## config.mk

```make
export PLATFORM = sky130hd
export DESIGN_NAME = sb_dec2fp_conv
export DESIGN_NICKNAME = d
export VERILOG_FILES = /design/src/rtl/sb_dec2fp_conv.sv
export SDC_FILE = /design/constraint.sdc
export NUM_CORES = 1
export LEC_CHECK = 0
export ABC_AREA = 1
export BUFFER_PORTS_ARGS = -buffer_cell sky130_fd_sc_hd__buf_2
export CORE_MARGIN = 5
export CORE_UTILIZATION = 30
export CTS_CLUSTER_DIAMETER = 150
export CTS_CLUSTER_SIZE = 10
export DETAILED_ROUTE_END_ITERATION = 10
export PLACE_DENSITY = 0.55
export SLEW_MARGIN = 5
export SYNTH_ARGS = -nofsm -noshare
export SYNTH_HDL_FRONTEND = slang
export SYNTH_SLANG_ARGS = --single-unit
```

## constraint.sdc

```tcl
create_clock -name clk -period 4.7 [get_ports clk]
set_clock_uncertainty 0.05 [all_clocks]
set_input_delay 0.705 -clock clk [delete_from_list [all_inputs] [get_ports clk]]
set_output_delay 0.705 -clock clk [all_outputs]
set_load 0.05 [all_outputs]
```

## src/rtl/sb_dec2fp_conv.sv

```systemverilog
// Keypad decimal entry to IEEE-754 single-precision converter.
// Builds integer and BCD fraction, converts the fraction to binary, normalises and packs.
module sb_dec2fp_conv #(
    parameter int unsigned INT_BITS    = 32,
    parameter int unsigned FRAC_DIGITS = 8,
    parameter int unsigned FRAC_BITS   = 24
) (
    input  logic        clk,
    input  logic        rst_n,
    input  logic        clear,
    input  logic        key_valid,
    input  logic [3:0]  key_code,
    input  logic        finish,
    output logic [31:0] result,
    output logic        done,
    output logic        busy,
    output logic        ovf
);

    localparam int unsigned W    = INT_BITS + FRAC_BITS;
    localparam int unsigned BcdW = FRAC_DIGITS * 4;
    localparam int unsigned CntW = $clog2(FRAC_BITS);
    localparam int unsigned ShW  = $clog2(W + 1);
    localparam int unsigned FdW  = $clog2(FRAC_DIGITS + 1);

    localparam logic [3:0] KeyMinus = 4'hE;
    localparam logic [3:0] KeyPoint = 4'hF;

    typedef enum logic [2:0] {
        StEntryInt,
        StEntryFrac,
        StConv,
        StNorm,
        StPack,
        StDone
    } state_e;

    state_e                st_q, st_d;
    logic [INT_BITS-1:0]   int_acc_q, int_acc_d;
    logic [BcdW-1:0]       bcd_q, bcd_d;
    logic [FdW-1:0]        frac_cnt_q, frac_cnt_d;
    logic [FRAC_BITS-1:0]  frac_bits_q, frac_bits_d;
    logic                  sign_q, sign_d;
    logic                  ovf_q, ovf_d;
    logic [ShW-1:0]        sh_q, sh_d;
    logic [CntW-1:0]       cnt_q, cnt_d;
    logic [31:0]           result_q, result_d;

    logic [W-1:0]          v;
    logic [BcdW-1:0]       bcd_dbl;
    logic                  dbl_carry;
    logic [INT_BITS+3:0]   acc_ext;
    logic [31:0]           exp_full;
    logic                  wipe;
    state_e                eff_st;

    assign v        = {int_acc_q, frac_bits_q};
    assign exp_full = 32'(127 + INT_BITS - 1) - 32'(sh_q);

    // One decimal-adjusted doubling of the BCD fraction; carry out of the MSD is the next bit.
    always_comb begin : bcd_double
        logic       c;
        logic [4:0] s;
        c       = 1'b0;
        s       = '0;
        bcd_dbl = '0;
        for (int i = 0; i < int'(FRAC_DIGITS); i++) begin
            if (bcd_q[i*4 +: 4] > 4'd4) begin
                s = {bcd_q[i*4 +: 4], 1'b0} + 5'd6 + {4'b0, c};
                c = 1'b1;
            end else begin
                s = {bcd_q[i*4 +: 4], 1'b0} + {4'b0, c};
                c = 1'b0;
            end
            bcd_dbl[i*4 +: 4] = s[3:0];
        end
        dbl_carry = c;
    end

    always_comb begin
        st_d        = st_q;
        int_acc_d   = int_acc_q;
        bcd_d       = bcd_q;
        frac_cnt_d  = frac_cnt_q;
        frac_bits_d = frac_bits_q;
        sign_d      = sign_q;
        ovf_d       = ovf_q;
        sh_d        = sh_q;
        cnt_d       = cnt_q;
        result_d    = result_q;
        acc_ext     = '0;

        // A key in DONE restarts from a clean slate and is then handled as a first entry.
        wipe   = clear | ((st_q == StDone) & key_valid);
        eff_st = wipe ? StEntryInt : st_q;

        if (wipe) begin
            st_d        = StEntryInt;
            int_acc_d   = '0;
            bcd_d       = '0;
            frac_cnt_d  = '0;
            frac_bits_d = '0;
            sign_d      = 1'b0;
            ovf_d       = 1'b0;
            sh_d        = '0;
            cnt_d       = '0;
            result_d    = '0;
        end

        if (!clear) begin
            case (eff_st)
                StEntryInt, StEntryFrac: begin
                    if (finish && !wipe) begin
                        st_d  = StConv;
                        cnt_d = '0;
                    end else if (key_valid) begin
                        if (key_code <= 4'd9) begin
                            if (eff_st == StEntryInt) begin
                                if (!ovf_d) begin
                                    acc_ext = ({4'b0, int_acc_d} << 3) + ({4'b0, int_acc_d} << 1)
                                              + {{INT_BITS{1'b0}}, key_code};
                                    if (acc_ext[INT_BITS +: 4] != 4'd0) begin
                                        ovf_d = 1'b1;
                                    end else begin
                                        int_acc_d = acc_ext[INT_BITS-1:0];
                                    end
                                end
                            end else if (frac_cnt_d < FdW'(FRAC_DIGITS)) begin
                                for (int i = 0; i < int'(FRAC_DIGITS); i++) begin
                                    if (FdW'(i) == frac_cnt_d) begin
                                        bcd_d[(int'(FRAC_DIGITS) - 1 - i)*4 +: 4] = key_code;
                                    end
                                end
                                frac_cnt_d = frac_cnt_d + 1'b1;
                            end
                        end else if (key_code == KeyMinus) begin
                            sign_d = ~sign_d;
                        end else if (key_code == KeyPoint) begin
                            st_d = StEntryFrac;
                        end
                    end
                end
                StConv: begin
                    bcd_d       = bcd_dbl;
                    frac_bits_d = {frac_bits_q[FRAC_BITS-2:0], dbl_carry};
                    if (cnt_q == CntW'(FRAC_BITS - 1)) begin
                        st_d = ovf_q ? StPack : StNorm;
                    end else begin
                        cnt_d = cnt_q + 1'b1;
                    end
                end
                StNorm: begin
                    if ((v == '0) || v[W-1]) begin
                        st_d = StPack;
                    end else begin
                        {int_acc_d, frac_bits_d} = v << 1;
                        sh_d = sh_q + 1'b1;
                    end
                end
                StPack: begin
                    if (ovf_q) begin
                        result_d = {sign_q, 8'hFF, 23'h0};
                    end else if (v == '0) begin
                        result_d = 32'h0;
                    end else begin
                        result_d = {sign_q, exp_full[7:0], v[W-2 -: 23]};
                    end
                    st_d = StDone;
                end
                StDone: begin
                end
                default: st_d = StEntryInt;
            endcase
        end
    end

    always_ff @(posedge clk or negedge rst_n) begin
        if (!rst_n) begin
            st_q        <= StEntryInt;
            int_acc_q   <= '0;
            bcd_q       <= '0;
            frac_cnt_q  <= '0;
            frac_bits_q <= '0;
            sign_q      <= 1'b0;
            ovf_q       <= 1'b0;
            sh_q        <= '0;
            cnt_q       <= '0;
            result_q    <= '0;
        end else begin
            st_q        <= st_d;
            int_acc_q   <= int_acc_d;
            bcd_q       <= bcd_d;
            frac_cnt_q  <= frac_cnt_d;
            frac_bits_q <= frac_bits_d;
            sign_q      <= sign_d;
            ovf_q       <= ovf_d;
            sh_q        <= sh_d;
            cnt_q       <= cnt_d;
            result_q    <= result_d;
        end
    end

    assign result = result_q;
    assign done   = (st_q == StDone);
    assign busy   = (st_q == StConv) || (st_q == StNorm) || (st_q == StPack);
    assign ovf    = ovf_q;

endmodule

```

### Word level (Yosys, flattened, before mapping)

Index checks and enable logic that the tools add are counted.
Widths: inputs -> output; s select.

* output and inout bits: 35
* logic and storage cells: 175
* input port bits: 9
* flip-flop bits (word level): 140

* equality and inequality tests: 19
* reduce and logical (&&, ||, !) cells: 10
* magnitude comparators: 10
* $add $sub $neg: 28
* multiplexer cells: 95
* bitwise operators: 3

Operators with widths (count)
* $mux 32: 21
* $pmux 32 s2: 2
* $mux 4: 24
* $mux 24: 3
* $add 4x1->4: 14
* $logic_not 56->1: 1
* $pmux 24 s2: 1
* $add 35x33->36: 1
* $add 36x4->36: 1
* $add 4x3->4 const B: 8
* $gt 4x3->1 const B: 8
* $mux 3: 10
* $mux 1: 24
* $mux 6: 4
* $mux 5: 4
* $eq 3x4->1 const A: 4
* $pmux 3 s5: 1
* $eq 3x2->1 const B: 4
* $eq 3x3->1 const B: 4
* $pmux 5 s2: 1
* $eq 2x4->1 const A: 2
* $eq 4x4->1 const B: 2
* $sub 8x6->8 const A: 1
* $add 6x1->6 const B: 1
* 17 further kinds: 19

### Longest topological paths before layout

* word-level depth: 15
* gate-level depth with buffers: 30

### Worst setup path before layout

No wires, ideal clock.

* path type: input to register
* from: input port clear
* to: register int_acc_q[1]
* arrival: 3846 ps
* library setup time: 136 ps
* stages on the path: 29
* setup slack: 668 ps
* buffers on the path: 3
* cells stage by stage: buf_2 -> inv_2 -> nand2_2 -> buf_4 -> nor2_1 -> xor2_1 -> inv_1 -> ha_1 -> inv_1 -> fa_1 -> inv_1 -> nand2_1 -> nand2_1 -> nand3_1 -> nand2_1 -> nand2_1 -> nand2_2 -> nand2_2 -> nand3_1 -> nand2_1 -> nor2_4 -> nand2_4 -> buf_6 -> a21oi_1 -> nand2_1 -> nand2_1 -> nand2_1 -> nand2_1 -> a21oi_1

* word-level cells in the longest chain between the ends: 13
* elaborated cells between the ends (all ways): 22
* classes of those cells: add/sub (2); eq/ne (2); mux (12); bitwise (1); reduce/logical (5)

RTL lines
* from (decl): RTL line 10 `input logic clear,`
* $or 1x1->1: RTL line 94 `wipe = clear | ((st_q == StDone) & key_valid);`
* $mux 32: RTL line 97 `if (wipe) begin`
* $add 35x33->36: RTL line 120 `acc_ext = ({4'b0, int_acc_d} << 3) + ({4'b0, int_acc_d} << 1)`
* $add 36x4->36: RTL line 121 `+ {{INT_BITS{1'b0}}, key_code};`
* $reduce_bool 4->1: RTL line 122 `if (acc_ext[INT_BITS +: 4] != 4'd0) begin`
* $mux 32: RTL line 122
* $mux 32: RTL line 119 `if (!ovf_d) begin`
* $mux 32: RTL line 118 `if (eff_st == StEntryInt) begin`
* $mux 32: RTL line 117 `if (key_code <= 4'd9) begin`
* $mux 32: RTL line 116 `end else if (key_valid) begin`
* $mux 32: RTL line 113 `if (finish && !wipe) begin`
* $pmux 32 s2: RTL line 111 `case (eff_st)`
* $mux 32 (*): RTL line 110 `if (!clear) begin`
* via int_acc_d[1]: RTL line 39 `logic [INT_BITS-1:0] int_acc_q, int_acc_d;`
* to (signal assigned): RTL line 191 `int_acc_q <= int_acc_d;`
* to (decl): RTL line 39

Mark *: on every way through the listed nets, which the timed path passes. The rest lies on a longest branch.

### Worst setup path after layout

* from: register st_q[1]
* to: register int_acc_q[30]

* word-level cells in the longest chain between the ends: 15
* elaborated cells between the ends (all ways): 24
* classes of those cells: add/sub (2); eq/ne (3); mux (12); bitwise (2); reduce/logical (5)

RTL lines
* from (decl): RTL line 38 `state_e st_q, st_d;`
* from (signal assigned): RTL line 179 `st_q <= StEntryInt;`
* from (signal assigned): RTL line 190 `st_q <= st_d;`
* $eq 3x3->1: RTL line 94
* $and 1x1->1: RTL line 94
* $or 1x1->1: RTL line 94
* $mux 32: RTL line 97
* $add 35x33->36: RTL line 120
* $add 36x4->36: RTL line 121
* $reduce_bool 4->1: RTL line 122
* $mux 32: RTL line 122
* $mux 32: RTL line 119
* $mux 32: RTL line 118
* $mux 32: RTL line 117
* $mux 32: RTL line 116
* $mux 32: RTL line 113
* $pmux 32 s2: RTL line 111
* $mux 32 (*): RTL line 110
* via int_acc_d[30]: RTL line 39

Marked as above.

==> run_results.csv <==
group,metric,value,unit
outcome,run_status,"complete, no violations",
die,die_w,205.9,um
pwr,power_density,243.4,nW/um^2
route,wirelength,36980,um
sta,maxSlewViolCount,0,
clocking,clk_path_buf_depth,2,
yosys,yosys_warnings,0,
clocking,cts_sinks,140,
clocking,htree_levels,4,
cells_and_area,final_util,34.24,%
place,port_buffers,43,
sta,maxSlewHeadroom,37.93,%
yosys,ys_seq_elements,140,
worst_setup_path,path_class,"flop to flop",
clocking,holdBufCountCts,0,
worst_setup_path,start_kind,"flop",
cells_and_area,antenna_cells,0,
cells_and_area,drive_gt1_share,11.46,%
cells_and_area,regArea,3503,um^2
yosys,syn_area,11510,um^2
yosys,synth_cell_types,52,
grt,antenna_found_initial,0,
die,start_util,30.48,%
die,die-area,42380,um^2
sta,fmax,246.8,MHz
place,post-place-ws,277.8,ps
place,place.gp.congestion,0.8952,
clocking,cts_buffers,17,
cells_and_area,syn2layout_area_growth,12.32,%
route,dr.pass1.iters,6,
cells_and_area,nets,1819,
worst_setup_path,crit_buf_inv,4,
sta,post-route-period-util,86.23,%
flow_run,maxCapViolations,0,
grt,grt_pass1_wl,59200,um
worst_setup_path,cp.arrival,4300,ps
clocking,clkTransAtPathRegs,80,ps
sta,setup_viol,0,
yosys,syn_nets,1787,
worst_setup_path,critPathLaunch,"st_q[1]",
die,core,37760,um^2
route,vias,11430,
route,ant_nets,0,
route,via_per_inst,5.066,
worst_setup_path,worstSetupEndpointType,"flop",
clocking,cts_root_buf,"clkbuf_16",
yosys,async_flop_share,100.0,%
worst_setup_path,worst_path_most_repeated_cell,"nand2_1",
sta,layout_setup_ws,647.4,ps
place,hpwl,27400,um
pwr,ir_worst_vdd,0.2339,mV
clocking,clock_latency,440,ps
die,die_h,205.9,um
sta,tightestPinTransition,925.4,ps
route,wl_per_cell,16.39,um
clocking,cts_tree,"yes",
yosys,postSynth.topFlopCell,"dfrtp_1",
grt,overflow,0,
worst_setup_path,required,4940,ps
min_path,hold_path_class,"primary input to asynchronous set/reset pin",
worst_setup_path,path_max_fanout,18,
worst_setup_path,r2r-start,"st_q[1]",
sta,rsz0062_at_grt,"no",
yosys,ys_seq_area_share,30.44,%
yosys,synth_edf_count,0,
grt,grt_max_degree,73,
route,drtIter0Drc,861,
pwr,leakage,6.511,nW
clocking,cts_resized,0,
route,drc,0,
sta,finalCriticalPeriod,4053,ps
die,io_pins,44,
grt,grt_usage,17.39,%
sta,setup_tns,0,ps
cells_and_area,fill_cells,4053,
worst_setup_path,max_stage_delay,450,ps
worst_setup_path,cp_top_family,"simple AND/OR/NAND/NOR gates",
yosys,synth.avg_cell_area,6.770,um^2
sta,finalHoldViolCount,0,
clocking,post-cts-setup-buffers,0,
grt,grt_pass1_vias,10960,
yosys,syn-instance-count,1700,
cells_and_area,multi_input_area,6698,um^2
pwr,total_power,3.147,mW
worst_setup_path,cp_slowest_cell,"fa_1",
die,core.rowCount,71,
## worst paths after layout
kind | end | slack, ps | cells past startpoint
max in group asynchronous | frac_bits_q[21] | 3360 | 2
worst min-delay path | bcd_q[3] | 240 | 1
worst max-delay path | int_acc_q[30] | 650 | 27
worst min register to register | result[28] | 450 | 2
min in group clk | result[28] | 450 | 2
worst max register to register | int_acc_q[30] | 650 | 27
## through the flow
step	instances	area [um^2]	hold WS, ps
floorplan	1700	11510	359.4
global placement	2224	12340	438.4
detailed placement	2224	12340	445.6
CTS	2256	12930	261.2
global route	2256	12930	279.3
finish	2256	12930	239.3
## where the power goes
part           total [mW]  internal [mW]  switching, mW  leakage [nW]
logic               0.535          0.150          0.385          4.29
clock network        1.36          0.762          0.603         0.283
registers            1.25           1.23         0.0196          1.94
## layout by cell type (no fill, tap or decap), types with 3 or more instances in the layout
cell type / synthesis / layout
nor2_1: 134 / 131
nand4_1: 9 / 9
buf_4: 3 / 31
o21bai_1: 3 / 3
nor2_2: 11 / 13
dfrtp_1: 140 / 140
a32oi_1: 4 / 4
a21oi_1: 137 / 137
inv_1: 250 / 250
clkinv_1: 3 / 3
xor2_1: 17 / 17
o21ai_0: 95 / 95
nor4_1: 15 / 15
nand3_2: 7 / 7
a31oi_1: 4 / 4
inv_2: 15 / 15
o22ai_1: 27 / 27
nor3_1: 12 / 12
clkbuf_16: 0 / 17
nand3_1: 118 / 118
clkinv_4: 0 / 3
buf_2: 16 / 42
nand2_2: 27 / 27
a21oi_2: 4 / 4
inv_6: 0 / 6
nand2_1: 401 / 401
ha_1: 77 / 77
a22oi_1: 22 / 22
nor3_2: 3 / 3
or2_2: 10 / 10
nor2_4: 5 / 6
xnor2_1: 13 / 13
o211ai_1: 27 / 27
o21ai_1: 18 / 18
o221ai_1: 9 / 9
## cell type report
cell class | instances | share of cell area (%)
inverter | 268 | 7.782
clock inverter | 14 | 1.133
timing repair buffer | 76 | 3.823
tap | 511 | 4.946
sequential | 140 | 27.10
multi-input combinational | 1229 | 51.82
clock buffer | 18 | 3.398
## cells in the mapped netlist (16+ instances only)
cell | n | area [um^2]
nand3_1 | 118 | 590.6
nor2_1 | 134 | 503.0
ha_1 | 77 | 963.4
o211ai_1 | 27 | 202.7
o21ai_0 | 95 | 475.5
nand2_1 | 401 | 1505
clkbuf_1 | 34 | 127.6
inv_1 | 250 | 938.4
a22oi_1 | 22 | 165.2
dfrtp_1 | 140 | 3503
xor2_1 | 17 | 148.9
o22ai_1 | 27 | 168.9
buf_2 | 16 | 80.08
o21ai_1 | 18 | 90.09
nand2_2 | 27 | 168.9
a21oi_1 | 137 | 685.7
## kinds of logic (layout without fill, tap and decap cells)
logic type                 after synthesis  count (layout)  share of synthesized area (%)
AOI/OAI and AO/OA                      359             359                          17.94
and+or+nand+nor                        760             760                          29.14
buffers and inverters                  331             376                          11.47
xor gates and xnor gates                30              30                          2.283
adders and majority gates               78              78                          8.545
DFF                                    140             140                          30.44
muxes                                    2               2                         0.1848
## per-layer routing
layer / global-route usage (%) / vias up / share of wire (%) / wire length (um)
li1: - / 5666 / - / -
met1: 24.98 / 5354 / 48 / 17900
met2: 27.16 / 354 / 44 / 16230
met3: 2.730 / 56 / 5.7 / 2111
met4: 4.919 / 0 / 2.0 / 733
met5: 0 / - / 0 / 0
## state kept, by name, indices dropped and copies added (netlist names)
name         flops
ovf              1
cnt_q            5
st_q             3
sh_q             6
bcd_q           32
sign_q           1
frac_cnt_q       4
result          32
int_acc_q       32
frac_bits_q     24
Note: power is estimated with default switching activity, not from simulation.
